File: src/rtl/gcd_if.sv
// Start/done bundle between a requester and the GCD engine.
// Operands and start are driven by the master; result, done and error by the slave.
interface gcd_if #(
    parameter int WIDTH = 8
) ();
    logic [WIDTH-1:0] a;
    logic [WIDTH-1:0] b;
    logic             start;
    logic [WIDTH-1:0] y;
    logic             done;
    logic             error;

    // Handshake: start is sampled only while the engine is idle, and a and b are
    // captured on that same edge. done pulses for exactly one cycle. y and error
    // are meaningful only while done is high; at every other time they read 0.
    // A start seen while the engine is busy is dropped, not queued.
    modport master (
        output a, b, start,
        input  y, done, error
    );

    modport slave (
        input  a, b, start,
        output y, done, error
    );
endinterface

File: src/rtl/gcd_engine.sv
// Subtraction-based Euclid GCD, one subtraction per clock, with a start/done handshake.
// All outputs are registered; zero operands finish with error set and y = 0.
module gcd_engine #(
    parameter int WIDTH = 8
) (
    input  logic       CLK,
    input  logic       RST_N,
    gcd_if.slave       bus,
    output logic [1:0] dbg_state
);
    localparam logic [1:0] IDLE   = 2'd0;
    localparam logic [1:0] CALC   = 2'd1;
    localparam logic [1:0] FINISH = 2'd2;

    logic [1:0]       state_q, state_d;
    logic [WIDTH-1:0] ra_q, ra_d;
    logic [WIDTH-1:0] rb_q, rb_d;
    logic [WIDTH-1:0] y_q, y_d;
    logic             done_q, done_d;
    logic             error_q, error_d;

    always_comb begin
        state_d = state_q;
        ra_d    = ra_q;
        rb_d    = rb_q;
        y_d     = '0;
        done_d  = 1'b0;
        error_d = 1'b0;
        case (state_q)
            IDLE: begin
                if (bus.start) begin
                    ra_d    = bus.a;
                    rb_d    = bus.b;
                    state_d = CALC;
                end
            end
            CALC: begin
                // The zero test must come first: with a zero operand the
                // subtraction loop would never converge.
                if (ra_q == '0 || rb_q == '0) begin
                    state_d = FINISH;
                    done_d  = 1'b1;
                    error_d = 1'b1;
                end else if (ra_q == rb_q) begin
                    state_d = FINISH;
                    done_d  = 1'b1;
                    y_d     = ra_q;
                end else if (ra_q > rb_q) begin
                    ra_d = ra_q - rb_q;
                end else begin
                    rb_d = rb_q - ra_q;
                end
            end
            FINISH: begin
                state_d = IDLE;
            end
            default: begin
                state_d = IDLE;
            end
        endcase
    end

    always_ff @(posedge CLK or negedge RST_N) begin
        if (!RST_N) begin
            state_q <= IDLE;
            ra_q    <= '0;
            rb_q    <= '0;
            y_q     <= '0;
            done_q  <= 1'b0;
            error_q <= 1'b0;
        end else begin
            state_q <= state_d;
            ra_q    <= ra_d;
            rb_q    <= rb_d;
            y_q     <= y_d;
            done_q  <= done_d;
            error_q <= error_d;
        end
    end

    assign bus.y     = y_q;
    assign bus.done  = done_q;
    assign bus.error = error_q;
    assign dbg_state = state_q;
endmodule

File: src/flat_wrapper.sv
// flat-port wrapper written by rule: the top's interface ports become plain ports
module gcd_engine_flat 
#(
    parameter int WIDTH = 8
)
  (CLK, RST_N, dbg_state, bus_a, bus_b, bus_start, bus_y, bus_done, bus_error);
  gcd_if #(.WIDTH(WIDTH)) bus_i ();
  input  logic CLK;
  input  logic RST_N;
  output logic [1:0] dbg_state;
  input wire logic [$bits(bus_i.a)-1:0] bus_a;
  input wire logic [$bits(bus_i.b)-1:0] bus_b;
  input wire logic [$bits(bus_i.start)-1:0] bus_start;
  output wire logic [$bits(bus_i.y)-1:0] bus_y;
  output wire logic [$bits(bus_i.done)-1:0] bus_done;
  output wire logic [$bits(bus_i.error)-1:0] bus_error;
  assign bus_i.a = bus_a;
  assign bus_i.b = bus_b;
  assign bus_i.start = bus_start;
  assign bus_y = bus_i.y;
  assign bus_done = bus_i.done;
  assign bus_error = bus_i.error;
  gcd_engine #(.WIDTH(WIDTH)) u_core (.CLK(CLK), .RST_N(RST_N), .bus(bus_i), .dbg_state(dbg_state));
endmodule
File: config.mk
export PLATFORM = sky130hd
export DESIGN_NAME = gcd_engine_flat
export DESIGN_NICKNAME = d
export VERILOG_FILES = /design/src/rtl/gcd_if.sv /design/src/rtl/gcd_engine.sv /design/src/flat_wrapper.sv
export SDC_FILE = /design/constraint.sdc
export NUM_CORES = 1
export LEC_CHECK = 0
export ABC_AREA = 1
export BUFFER_PORTS_ARGS = -buffer_cell sky130_fd_sc_hd__buf_2
export CORE_MARGIN = 1
export CORE_UTILIZATION = 33
export DETAILED_ROUTE_END_ITERATION = 7
export HOLD_SLACK_MARGIN = 0.1
export PLACE_DENSITY = 0.51
export SLEW_MARGIN = 15
export SYNTH_ARGS = -nofsm -noshare
export SYNTH_HDL_FRONTEND = slang
export SYNTH_SLANG_ARGS = --single-unit
File: constraint.sdc
create_clock -name CLK -period 2.2 [get_ports CLK]
set_input_delay 0 -clock CLK [delete_from_list [all_inputs] [get_ports CLK]]
set_output_delay 0 -clock CLK [all_outputs]
set_load 0.03 [all_outputs]
==> results of run 1 <==
==> final cells by class <==
cell class,count,area share (%)
Clock buffer,4,2.16
Inverter,47,6.93
Multi-Input combinational cell,221,44.5
Sequential cell,28,27.5
Tap cell,75,3.68
Timing Repair Buffer,57,15.2
==> cell usage in the layout, fill, tap and decap left out, types with 3 or more instances in the layout <==
cell type / netlist / final
nand2_1: 119 / 118
inv_1: 46 / 45
nor2_1: 31 / 31
buf_2: 2 / 30
dfrtp_1: 28 / 28
nand3_1: 20 / 20
ha_1: 15 / 15
dlygate4sd3_1: 0 / 14
buf_4: 1 / 13
a21oi_1: 6 / 6
nand2_2: 3 / 4
o21ai_2: 4 / 4
a31oi_1: 4 / 4
clkbuf_8: 0 / 4
or2_1: 3 / 3
o21ai_0: 3 / 3
nand4_1: 3 / 3
==> state kept, by name, indices dropped and copies added (netlist names) <==
register,flops
u_core.bus.done,1
u_core.bus.error,1
u_core.bus.y,8
u_core.dbg_state,2
u_core.ra_q,8
u_core.rb_q,8
==> per-layer routing <==
metal | part of all wire [%] | track usage, % | routed length, um | vias to the layer above
met5 | 0 | 0 | 0 | -
met4 | 0.65 | 3.93 | 37 | 0
met3 | 2.3 | 3.15 | 131 | 4
met2 | 48 | 33.3 | 2720 | 26
met1 | 49 | 25.6 | 2820 | 900
li1 | - | - | - | 1030
==> worst max-delay path, cell delays in order (launching register included) <==
cell	delay, ns
dfrtp_1	0.48
inv_1	0.12
ha_1	0.34
nand2_1	0.10
nor2_2	0.20
nand2_1	0.16
nand2_1	0.11
nand2_1	0.05
nand2_1	0.12
buf_4	0.16
nand2_1	0.06
o21ai_2	0.06
==> repair_timing <==
action	4_1_cts	5_1_grt
endpoints found under the setup margin	0	16
buffers inserted	0	2
hold endpoints to repair	41	0
hold buffers	14	0
gates resized for setup	0	3
==> worst paths after layout <==
kind                                                  from                          to  slack (ns)  depth (start not counted)
worst min register to register  u_core.rb_q[4]$_DFFE_PN0P_  u_core.rb_q[4]$_DFFE_PN0P_        0.56                          2
worst max-delay path            u_core.rb_q[1]$_DFFE_PN0P_  u_core.ra_q[1]$_DFFE_PN0P_        0.18                         11
worst min-delay path                              bus_a[1]  u_core.ra_q[1]$_DFFE_PN0P_        0.09                          3
worst max register to register  u_core.rb_q[1]$_DFFE_PN0P_  u_core.ra_q[1]$_DFFE_PN0P_        0.18                         11
min in group asynchronous                            RST_N   u_core.bus.y[1]$_DFF_PN0_        0.27                          2
max in group asynchronous                            RST_N   u_core.bus.done$_DFF_PN0_        1.49                          2
==> through the flow <==
step	instances	hold slack (ns)	worst slack [ns]	utilization, %
after floorplan	304	-0.296	0.342	-
after global placement	412	0.0870	0.201	38.9
after detailed placement	412	0.0964	0.136	38.9
after CTS	430	0.108	0.109	42.2
after global routing	432	0.147	0.00863	42.5
final	432	0.0905	0.177	42.5
==> cell families (layout without fill, tap and decap cells) <==
kind of cell | after synthesis | in the layout | synth area share [%]
and+or+nand+nor | 182 | 182 | 36.2
buffers and inverters | 55 | 108 | 11.7
DFF | 28 | 28 | 33.8
AOI/OAI and AO/OA | 18 | 18 | 5.49
adders and majority gates | 17 | 17 | 11.0
xor gates and xnor gates | 2 | 2 | 0.846
muxes | 2 | 2 | 0.966
==> report_table.html, run 1 <==
<table>
<tr><th>Metric</th><th>Value</th></tr>
<tr><th colspan="2">Run status</th></tr>
<tr><td>Outcome</td><td>complete, no violations</td></tr>
<tr><th colspan="2">Yosys</th></tr>
<tr><td>Most area-consuming cells after synthesis</td><td>dfrtp_1 34%, nand2_1 22%, ha_1 9.1%, inv_1 8.3%, nor2_1 5.6%</td></tr>
<tr><td>Warnings from Yosys</td><td>0</td></tr>
<tr><td>Post-synthesis instance area</td><td>2070 um^2</td></tr>
<tr><td>Average size of a mapped cell</td><td>6.82 um^2</td></tr>
<tr><td>Count of state elements after synthesis</td><td>28</td></tr>
<tr><td>Fraction of the yosys area taken by sequential cells</td><td>33.8%</td></tr>
<tr><td>Most instantiated flip-flop cell in the synthesis netlist</td><td>dfrtp_1</td></tr>
<tr><td>Most frequently used cell type in the post-synthesis netlist</td><td>nand2_1</td></tr>
<tr><td>Syn nets</td><td>340</td></tr>
<tr><td>Top cell type by total area after synthesis</td><td>dfrtp_1</td></tr>
<tr><td>Number of standard cells after synthesis</td><td>304</td></tr>
<tr><td>Top cells by count, synth</td><td>119 x nand2_1, 46 x inv_1, 31 x nor2_1, 28 x dfrtp_1, 20 x nand3_1</td></tr>
<tr><td>Number of flops mapped to enable cells by yosys</td><td>0</td></tr>
<tr><td>Fraction of registers with async set or reset after synthesis</td><td>100%</td></tr>
<tr><td>Share of Yosys cell area claimed by the top area cell type</td><td>33.8%</td></tr>
<tr><td>Synth cell types</td><td>25</td></tr>
<tr><th colspan="2">Global routing</th></tr>
<tr><td>Largest net degree at the start of global routing</td><td>29</td></tr>
<tr><td>Remaining global-route overflow</td><td>0</td></tr>
<tr><td>Initial antenna violation count</td><td>0</td></tr>
<tr><td>Wire length of the first global-routing pass</td><td>9450 um</td></tr>
<tr><td>GRT Util Overall</td><td>19.4%</td></tr>
<tr><td>Vias in the first global route</td><td>1898</td></tr>
<tr><th colspan="2">Cells and area</th></tr>
<tr><td>Filler cell count in the final layout</td><td>618</td></tr>
<tr><td>Inserted Diodes</td><td>0</td></tr>
<tr><td>Post-route cell area</td><td>2550 um^2</td></tr>
<tr><td>Share of layout cells above drive strength 1</td><td>17.4%</td></tr>
<tr><td>Area Growth Syn to Fin</td><td>22.9%</td></tr>
<tr><td>Area of the multi-input gates</td><td>1130 um^2</td></tr>
<tr><td>Net total in the final layout</td><td>394</td></tr>
<tr><td>Area occupied by registers</td><td>701 um^2</td></tr>
<tr><th colspan="2">Worst setup path</th></tr>
<tr><td>Category of the worst setup path capture point</td><td>flop</td></tr>
<tr><td>Worst setup SP type</td><td>flop</td></tr>
<tr><td>Crit path DAT</td><td>2.25 ns</td></tr>
<tr><td>Worst EP required</td><td>2.42 ns</td></tr>
<tr><td>Crit path max fanout</td><td>6</td></tr>
<tr><td>Critical path start-end classification</td><td>flop to flop</td></tr>
<tr><th colspan="2">Floorplanning</th></tr>
<tr><td>Die boundary width</td><td>81.2 um</td></tr>
<tr><td>Core area</td><td>5990 um^2</td></tr>
<tr><td>Std-Cell Rows</td><td>28</td></tr>
<tr><td>Floorplan die height</td><td>81.2 um</td></tr>
<tr><td>Num ports</td><td>31</td></tr>
<tr><td>Die Outline Area</td><td>6600 um^2</td></tr>
<tr><td>Effective utilization at floorplan</td><td>34.6%</td></tr>
<tr><th colspan="2">STA</th></tr>
<tr><td>Slew at the pin with the worst max-slew slack</td><td>0.670 ns</td></tr>
<tr><td>Minimum clock period after layout</td><td>2.02 ns</td></tr>
<tr><td>Fin Clk Skew</td><td>0.00352 ns</td></tr>
<tr><td>Fmax achieved</td><td>0.494 GHz</td></tr>
<tr><td>Fin. max-slew vios</td><td>0</td></tr>
<tr><td>Unrepaired setup endpoints after global routing</td><td>no</td></tr>
<tr><td>Final total negative setup slack</td><td>0 ns</td></tr>
<tr><td>Number of failing hold endpoints at the final stage</td><td>0</td></tr>
<tr><td>Count of final setup violators</td><td>0</td></tr>
<tr><td>Post-route fraction of the period consumed by the critical path</td><td>92.0%</td></tr>
<tr><td>Headroom to the max-slew limit</td><td>55.3%</td></tr>
<tr><th colspan="2">Min path</th></tr>
<tr><td>Worst hold path class</td><td>primary input to flop</td></tr>
<tr><th colspan="2">Clock tree</th></tr>
<tr><td>Sink count of the clock tree</td><td>28</td></tr>
<tr><td>Clock network latency to the later pin of the worst-skew pair</td><td>0.29 ns</td></tr>
<tr><td>Buffers from clock root to sink, at most</td><td>2</td></tr>
<tr><td>Cell at the root of the clock tree</td><td>clkbuf_8</td></tr>
<tr><td>CTS tree</td><td>yes</td></tr>
<tr><td>Clock transition at the registers of the reported paths</td><td>0.11 ns</td></tr>
<tr><td>Level count of the clock H-tree</td><td>1</td></tr>
<tr><td>Inserted Clock Buffers</td><td>3</td></tr>
<tr><th colspan="2">Drt</th></tr>
<tr><td>Number of search-and-repair iterations in the first detailed-routing pass</td><td>6</td></tr>
<tr><td>Routed via count divided by cell count</td><td>4.54</td></tr>
<tr><td>Count of vias placed by the detailed router</td><td>1960</td></tr>
<tr><td>Starting DRT DRC Count</td><td>93</td></tr>
<tr><td>Residual antenna-violating net count after detailed routing</td><td>0</td></tr>
<tr><td>Routed length per instance</td><td>13.2 um</td></tr>
<tr><td>Total wire length</td><td>5710 um</td></tr>
<tr><td>Remaining routing DRC violations</td><td>0</td></tr>
<tr><th colspan="2">Placement</th></tr>
<tr><td>Buffers on Ports</td><td>30</td></tr>
<tr><td>Placed Instance Area</td><td>2330 um^2</td></tr>
<tr><td>Placer Congestion</td><td>0.815</td></tr>
<tr><td>Half-perimeter wire length of the detailed placement result</td><td>4390 um</td></tr>
<tr><th colspan="2">Job</th></tr>
<tr><td>Number of max-cap violations</td><td>0</td></tr>
</table>
Power of run 1 is not shown: default switching activity piles up to over one toggle a cycle in this logic, so the estimate is an artifact.
==> inputs of run 2 (changes only) <==
--- a/config.mk
+++ b/config.mk
@@ -8,10 +8,11 @@
 export ABC_AREA = 1
 export BUFFER_PORTS_ARGS = -buffer_cell sky130_fd_sc_hd__buf_2
 export CORE_MARGIN = 1
-export CORE_UTILIZATION = 33
+export CORE_UTILIZATION = 50
 export DETAILED_ROUTE_END_ITERATION = 7
 export HOLD_SLACK_MARGIN = 0.1
-export PLACE_DENSITY = 0.51
+export PLACE_DENSITY = 0.71
+export RECOVER_POWER = 50
 export SLEW_MARGIN = 15
 export SYNTH_ARGS = -nofsm -noshare
 export SYNTH_HDL_FRONTEND = slang
==> run 2 against run 1 <==
  * The flow now finishes with violations (max-capacitance violations, max-slew violations)
  * Routed wire length down 5.5%
  * Via count grew 4.4%
  * Maximum frequency shrank 0.97%
  * Critical path type unchanged
  * Clock skew rose by 0.0068 ns
  * Final area is 0.79% higher
  * Final cell count decreased by 4.9%
  * Global-route usage grew 7.9 points
  * Register-to-register slack got worse by 0.02 ns
  * Die area fell by 33%
  * Non-clock buffer count up 4
  * Critical path depth up 2
  * First-iteration DRC count increased by 49%
==> report_table.html, run 2 (synthesized netlist as in run 1, its figures left out) <==
<table>
<tr><th>Metric</th><th>Value</th></tr>
<tr><th colspan="2">STA</th></tr>
<tr><td>Count of final setup violators</td><td>0</td></tr>
<tr><td>Number of failing hold endpoints at the final stage</td><td>0</td></tr>
<tr><td>Fin Clk Skew</td><td>0.0103 ns</td></tr>
<tr><td>Post-route fraction of the period consumed by the critical path</td><td>92.9%</td></tr>
<tr><td>Fin. max-slew vios</td><td>29</td></tr>
<tr><td>Fmax achieved</td><td>0.490 GHz</td></tr>
<tr><td>Minimum clock period after layout</td><td>2.04 ns</td></tr>
<tr><td>Headroom to the max-slew limit</td><td>-3.93%</td></tr>
<tr><td>WHS</td><td>0.124 ns</td></tr>
<tr><td>Slew at the pin with the worst max-slew slack</td><td>1.56 ns</td></tr>
<tr><td>Final total negative setup slack</td><td>0 ns</td></tr>
<tr><th colspan="2">Min path</th></tr>
<tr><td>Hold EP</td><td>u_core.rb_q[4]$_DFFE_PN0P_</td></tr>
<tr><td>Worst hold path class</td><td>primary input to flop</td></tr>
<tr><td>Hold wc startpoint</td><td>bus_b[4]</td></tr>
<tr><td>Hold Path Stages</td><td>5</td></tr>
<tr><th colspan="2">Cells and area</th></tr>
<tr><td>Filler cell count in the final layout</td><td>368</td></tr>
<tr><td>Post-route cell area</td><td>2570 um^2</td></tr>
<tr><td>Most frequent cells in the layout</td><td>116 x nand2_1, 45 x inv_1, 31 x nor2_1</td></tr>
<tr><td>Fraction of the core area covered by cells at the end of the flow</td><td>64.2%</td></tr>
<tr><td>Area Growth Syn to Fin</td><td>23.9%</td></tr>
<tr><td>Net total in the final layout</td><td>398</td></tr>
<tr><td>Inserted Diodes</td><td>0</td></tr>
<tr><td>Share of layout cells above drive strength 1</td><td>16.3%</td></tr>
<tr><td>Most frequent standard cell in the layout excluding fill and tap cells</td><td>nand2_1</td></tr>
<tr><th colspan="2">Worst setup path</th></tr>
<tr><td>Worst setup SP type</td><td>flop</td></tr>
<tr><td>Count of cells along the worst register-to-register path</td><td>13</td></tr>
<tr><td>Startpoint of the worst register-to-register path</td><td>u_core.rb_q[0]$_DFFE_PN0P_</td></tr>
<tr><td>Crit path DAT</td><td>2.23 ns</td></tr>
<tr><td>Reg2Reg Capture Point</td><td>u_core.ra_q[1]$_DFFE_PN0P_</td></tr>
<tr><td>Critical path start-end classification</td><td>flop to flop</td></tr>
<tr><td>Launching element of the worst setup path</td><td>u_core.rb_q[0]$_DFFE_PN0P_</td></tr>
<tr><td>Cell with the largest stage delay on the worst path</td><td>dfrtp_1</td></tr>
<tr><td>Category of the worst setup path capture point</td><td>flop</td></tr>
<tr><td>Crit path max fanout</td><td>6</td></tr>
<tr><td>Worst EP required</td><td>2.39 ns</td></tr>
<tr><td>Biggest cell delay along the critical path</td><td>0.42 ns</td></tr>
<tr><td>Critical path, cell by cell</td><td>ha_2 &gt; fa_1 &gt; inv_1 &gt; nand2_1 &gt; nand2_2 &gt; nand3_1 &gt; nand2_1 &gt; nand2_1 &gt; nand2_1 &gt; nand2_2 &gt; buf_4 &gt; nand2_1 &gt; o21ai_2</td></tr>
<tr><td>R2R setup slack</td><td>0.16 ns</td></tr>
<tr><td>Crit path top cell by count</td><td>nand2_1</td></tr>
<tr><th colspan="2">Run status</th></tr>
<tr><td>Violations in the final reports</td><td>max-capacitance violations, max-slew violations</td></tr>
<tr><td>Outcome</td><td>finished, violations left</td></tr>
<tr><th colspan="2">Floorplanning</th></tr>
<tr><td>Std-Cell Rows</td><td>23</td></tr>
<tr><td>Die boundary width</td><td>66.4 um</td></tr>
<tr><td>Num ports</td><td>31</td></tr>
<tr><td>Floorplan die height</td><td>66.4 um</td></tr>
<tr><td>Die Outline Area</td><td>4410 um^2</td></tr>
<tr><td>Core area</td><td>4000 um^2</td></tr>
<tr><td>Effective utilization at floorplan</td><td>51.8%</td></tr>
<tr><th colspan="2">Drt</th></tr>
<tr><td>Count of vias placed by the detailed router</td><td>2046</td></tr>
<tr><td>Number of search-and-repair iterations in the first detailed-routing pass</td><td>4</td></tr>
<tr><td>Remaining routing DRC violations</td><td>0</td></tr>
<tr><td>Routed via count divided by cell count</td><td>4.98</td></tr>
<tr><td>Total wire length</td><td>5400 um</td></tr>
<tr><td>Routed length per instance</td><td>13.1 um</td></tr>
<tr><td>Residual antenna-violating net count after detailed routing</td><td>0</td></tr>
<tr><td>Starting DRT DRC Count</td><td>139</td></tr>
<tr><th colspan="2">Global routing</th></tr>
<tr><td>Largest net degree at the start of global routing</td><td>29</td></tr>
<tr><td>Initial antenna violation count</td><td>0</td></tr>
<tr><td>GRT Util Overall</td><td>27.3%</td></tr>
<tr><td>Remaining global-route overflow</td><td>0</td></tr>
<tr><td>Vias in the first global route</td><td>1918</td></tr>
<tr><td>Wire length of the first global-routing pass</td><td>8850 um</td></tr>
<tr><th colspan="2">Clock tree</th></tr>
<tr><td>CTS tree</td><td>yes</td></tr>
<tr><td>Clock network latency to the later pin of the worst-skew pair</td><td>0.29 ns</td></tr>
<tr><td>Cell at the root of the clock tree</td><td>clkbuf_8</td></tr>
<tr><td>Buffers from clock root to sink, at most</td><td>2</td></tr>
<tr><td>Clock transition at the registers of the reported paths</td><td>0.11 ns</td></tr>
<tr><td>Inserted Clock Buffers</td><td>3</td></tr>
<tr><td>Level count of the clock H-tree</td><td>1</td></tr>
<tr><td>Sink count of the clock tree</td><td>28</td></tr>
<tr><th colspan="2">Job</th></tr>
<tr><td>Number of max-cap violations</td><td>1</td></tr>
<tr><th colspan="2">Placement</th></tr>
<tr><td>Placed Instance Area</td><td>2320 um^2</td></tr>
<tr><td>Placer Congestion</td><td>0.880</td></tr>
<tr><td>Buffers on Ports</td><td>30</td></tr>
<tr><td>Half-perimeter wire length of the detailed placement result</td><td>4050 um</td></tr>
</table>
## run 2: cell count changes in the layout (fill, tap and decap cells not counted), moves of 2 or more
cell	previous run	this run
nand2_2	4	6
buf_2	30	23
clkbuf_1	0	7
nand2_1	118	116
dlygate4sd3_1	14	17
## run 2: timing repair
| action | 4_1_cts | 5_1_grt |
|---|---|---|
| hold buffers | 17 | 0 |
| endpoints found under the hold margin | 44 | 0 |
| setup buffers | 0 | 1 |
| resized for setup | 0 | 6 |
| setup endpoints to repair | 0 | 16 |
## run 2: layout make-up
| class | count | area (um^2) | share of cell area [%] |
|---|---|---|---|
| Clock buffer | 3 | 41.3 | 1.61 |
| Clock inverter | 1 | 30.0 | 1.17 |
| Inverter | 47 | 176 | 6.87 |
| Multi-Input combinational cell | 221 | 1140 | 44.3 |
| Sequential cell | 28 | 702 | 27.3 |
| Tap cell | 50 | 62.6 | 2.44 |
| Timing Repair Buffer | 61 | 417 | 16.2 |
## run 2: through the flow
step	cells	setup slack (ns)
after detailed placement	389	0.0915
after CTS	410	0.0723
after global placement	389	0.126
final	411	0.157
after floorplan	304	0.342
after global routing	411	-0.00362
## run 2: worst max-delay path, delay by kind of cell, from the launching register on
family          cells  cell delay (ns)
buf+inv             2             0.25
fa+ha+maj           2             0.60
simple gates        8             0.61
compound gates      1             0.05
flops               1             0.42
## run 2: how the worst max path moves through the flow
| stage | to | cells past startpoint |
|---|---|---|
| after floorplan | u_core.ra_q[1]$_DFFE_PN0P_ | 14 |
| after global placement | u_core.ra_q[1]$_DFFE_PN0P_ | 13 |
| after detailed placement | u_core.ra_q[1]$_DFFE_PN0P_ | 13 |
| after CTS | u_core.ra_q[1]$_DFFE_PN0P_ | 13 |
| after global routing | u_core.ra_q[1]$_DFFE_PN0P_ | 13 |
| final | u_core.ra_q[1]$_DFFE_PN0P_ | 13 |
## run 2: routing by layer
layer	vias up	share of wire, %	global-route usage, %
met4	0	1.8	9.04
met3	11	5.2	5.00
met5	-	0	0
met1	940	43	33.6
li1	1038	-	-
met2	57	50	47.6
Power of run 2 is left out for the same reason.
==> inputs of run 3 (changes only) <==
--- a/config.mk
+++ b/config.mk
@@ -8,10 +8,11 @@
 export ABC_AREA = 1
 export BUFFER_PORTS_ARGS = -buffer_cell sky130_fd_sc_hd__buf_2
 export CORE_MARGIN = 1
-export CORE_UTILIZATION = 50
+export CORE_UTILIZATION = 57
 export DETAILED_ROUTE_END_ITERATION = 7
 export HOLD_SLACK_MARGIN = 0.1
-export PLACE_DENSITY = 0.71
+export MAX_ROUTING_LAYER = met4
+export PLACE_DENSITY = 0.8
 export RECOVER_POWER = 50
 export SLEW_MARGIN = 15
 export SYNTH_ARGS = -nofsm -noshare
==> run 3 against run 2 <==
  * The run now ends clean
  * Count of clock-buffer cells in the layout grew 1
  * Sequential cell count is the same
  * Hold slack gained 0.33 ns
  * Die area shrank 12%
  * Largest cell class unchanged
==> report_table.html, run 3 (synthesized netlist as in run 1, its figures left out) <==
<table>
<tr><th>Metric</th><th>Value</th></tr>
<tr><th colspan="2">Clock tree</th></tr>
<tr><td>CTS tree</td><td>yes</td></tr>
<tr><td>Level count of the clock H-tree</td><td>1</td></tr>
<tr><td>Clock network latency to the later pin of the worst-skew pair</td><td>0.34 ns</td></tr>
<tr><td>Cell at the root of the clock tree</td><td>clkbuf_4</td></tr>
<tr><td>Buffers from clock root to sink, at most</td><td>2</td></tr>
<tr><td>Inserted Clock Buffers</td><td>3</td></tr>
<tr><td>Sink count of the clock tree</td><td>28</td></tr>
<tr><td>Clock transition at the registers of the reported paths</td><td>0.15 ns</td></tr>
<tr><th colspan="2">Drt</th></tr>
<tr><td>Residual antenna-violating net count after detailed routing</td><td>0</td></tr>
<tr><td>Remaining routing DRC violations</td><td>0</td></tr>
<tr><td>Starting DRT DRC Count</td><td>132</td></tr>
<tr><td>Routed length per instance</td><td>12.9 um</td></tr>
<tr><td>Count of vias placed by the detailed router</td><td>2015</td></tr>
<tr><td>Number of search-and-repair iterations in the first detailed-routing pass</td><td>4</td></tr>
<tr><td>Routed via count divided by cell count</td><td>5.02</td></tr>
<tr><td>Total wire length</td><td>5160 um</td></tr>
<tr><th colspan="2">Placement</th></tr>
<tr><td>Pre-CTS setup slack</td><td>0.137 ns</td></tr>
<tr><td>Placer Congestion</td><td>0.917</td></tr>
<tr><td>Placed insts</td><td>378</td></tr>
<tr><td>Buffers on Ports</td><td>30</td></tr>
<tr><td>Half-perimeter wire length of the detailed placement result</td><td>3770 um</td></tr>
<tr><th colspan="2">Run status</th></tr>
<tr><td>Outcome</td><td>complete, no violations</td></tr>
<tr><th colspan="2">Floorplanning</th></tr>
<tr><td>Effective utilization at floorplan</td><td>60.7%</td></tr>
<tr><td>Die Outline Area</td><td>3880 um^2</td></tr>
<tr><td>Core area</td><td>3420 um^2</td></tr>
<tr><td>Num ports</td><td>31</td></tr>
<tr><td>Floorplan die height</td><td>62.3 um</td></tr>
<tr><td>Std-Cell Rows</td><td>21</td></tr>
<tr><td>Die boundary width</td><td>62.3 um</td></tr>
<tr><th colspan="2">STA</th></tr>
<tr><td>Final worst slack</td><td>0.192 ns</td></tr>
<tr><td>Fin Clk Skew</td><td>0.0169 ns</td></tr>
<tr><td>Post-route fraction of the period consumed by the critical path</td><td>91.3%</td></tr>
<tr><td>Minimum clock period after layout</td><td>2.01 ns</td></tr>
<tr><td>Count of final setup violators</td><td>0</td></tr>
<tr><td>Final total negative setup slack</td><td>0 ns</td></tr>
<tr><td>Fin. max-slew vios</td><td>0</td></tr>
<tr><td>Fmax achieved</td><td>0.498 GHz</td></tr>
<tr><td>Slew at the pin with the worst max-slew slack</td><td>1.47 ns</td></tr>
<tr><td>Number of failing hold endpoints at the final stage</td><td>0</td></tr>
<tr><td>Headroom to the max-slew limit</td><td>1.69%</td></tr>
<tr><th colspan="2">Cells and area</th></tr>
<tr><td>Area Growth Syn to Fin</td><td>19.7%</td></tr>
<tr><td>Filler cell count in the final layout</td><td>272</td></tr>
<tr><td>Area of the multi-input gates</td><td>1130 um^2</td></tr>
<tr><td>Area occupied by registers</td><td>703 um^2</td></tr>
<tr><td>Inserted Diodes</td><td>0</td></tr>
<tr><td>Most frequent cells in the layout</td><td>119 x nand2_1, 46 x inv_1, 31 x nor2_1</td></tr>
<tr><td>Share of layout cells above drive strength 1</td><td>14.1%</td></tr>
<tr><td>Most frequent standard cell in the layout excluding fill and tap cells</td><td>nand2_1</td></tr>
<tr><td>Number of standard cells in the final layout excluding fillers</td><td>401</td></tr>
<tr><td>Net total in the final layout</td><td>392</td></tr>
<tr><th colspan="2">Global routing</th></tr>
<tr><td>GRT Util Overall</td><td>28.6%</td></tr>
<tr><td>Largest net degree at the start of global routing</td><td>29</td></tr>
<tr><td>Wire length of the first global-routing pass</td><td>8450 um</td></tr>
<tr><td>Initial antenna violation count</td><td>0</td></tr>
<tr><td>Vias in the first global route</td><td>1889</td></tr>
<tr><td>Remaining global-route overflow</td><td>0</td></tr>
<tr><th colspan="2">Min path</th></tr>
<tr><td>Hold Path Stages</td><td>4</td></tr>
<tr><td>Worst hold path class</td><td>primary input to flop</td></tr>
<tr><th colspan="2">Worst setup path</th></tr>
<tr><td>Count of cells along the worst register-to-register path</td><td>11</td></tr>
<tr><td>Category of the worst setup path capture point</td><td>flop</td></tr>
<tr><td>Crit path max fanout</td><td>6</td></tr>
<tr><td>Worst EP required</td><td>2.44 ns</td></tr>
<tr><td>Critical path start-end classification</td><td>flop to flop</td></tr>
<tr><td>Crit path DAT</td><td>2.24 ns</td></tr>
<tr><td>Worst setup SP type</td><td>flop</td></tr>
<tr><th colspan="2">Job</th></tr>
<tr><td>Number of max-cap violations</td><td>0</td></tr>
</table>
run 3: metrics by stage:
step / util (%) / area (um^2) / hold slack (ns)
after floorplan: - / 2070 / -0.296
after global placement: 66.1 / 2260 / 0.0547
after detailed placement: 66.1 / 2260 / 0.0576
after CTS: 72.5 / 2470 / 0.211
after global routing: 72.6 / 2480 / 0.496
final: 72.6 / 2480 / 0.456
run 3: final cells by class:
| type | count | share of cell area, % |
|---|---|---|
| multi-input combinational | 221 | 45.7 |
| timing repair buffer | 55 | 15.1 |
| clock buffer | 4 | 1.46 |
| tap | 46 | 2.32 |
| sequential | 28 | 28.3 |
| inverter | 47 | 7.11 |
run 3: final timing paths:
kind / to / slack, ns / from
setup / recovery: u_core.ra_q[7]$_DFFE_PN0P_ / 0.19 / u_core.rb_q[1]$_DFFE_PN0P_
hold / removal: u_core.dbg_state[0]$_DFFE_PN0P_ / 0.46 / bus_start
setup reg to reg: u_core.ra_q[7]$_DFFE_PN0P_ / 0.19 / u_core.rb_q[1]$_DFFE_PN0P_
hold reg to reg: u_core.rb_q[7]$_DFFE_PN0P_ / 0.54 / u_core.rb_q[7]$_DFFE_PN0P_
max in group asynchronous: u_core.ra_q[1]$_DFFE_PN0P_ / 0.73 / RST_N
min in group asynchronous: u_core.rb_q[3]$_DFFE_PN0P_ / 0.52 / RST_N
run 3: what timing repair did:
action                                  CTS  global route
hold buffers                             18             0
endpoints found under the hold margin    45             0
endpoints found under the setup margin    0            16
resized for setup                         0             4
buffers inserted                          0             1
run 3: metal layers:
| metal | vias to the layer above | global-route usage [%] | part of all wire, % |
|---|---|---|---|
| met5 | - | - | 0 |
| met4 | 0 | 6.40 | 1.7 |
| met3 | 10 | 4.04 | 5.6 |
| met2 | 66 | 49.2 | 50 |
| met1 | 908 | 35.9 | 43 |
| li1 | 1031 | - | - |
run 3: worst max-delay path, cell delays in order (launching register included):
cell and delay (ns):
dfrtp_1 0.50, inv_1 0.12, ha_1 0.33, nand2_1 0.09
nor2_2 0.18, nand2_1 0.14, nand2_1 0.10, nand2_1 0.05
nand2_1 0.12, inv_1 0.12, nand2_1 0.09, nand2_1 0.05
Power of run 3 is left out for the same reason.
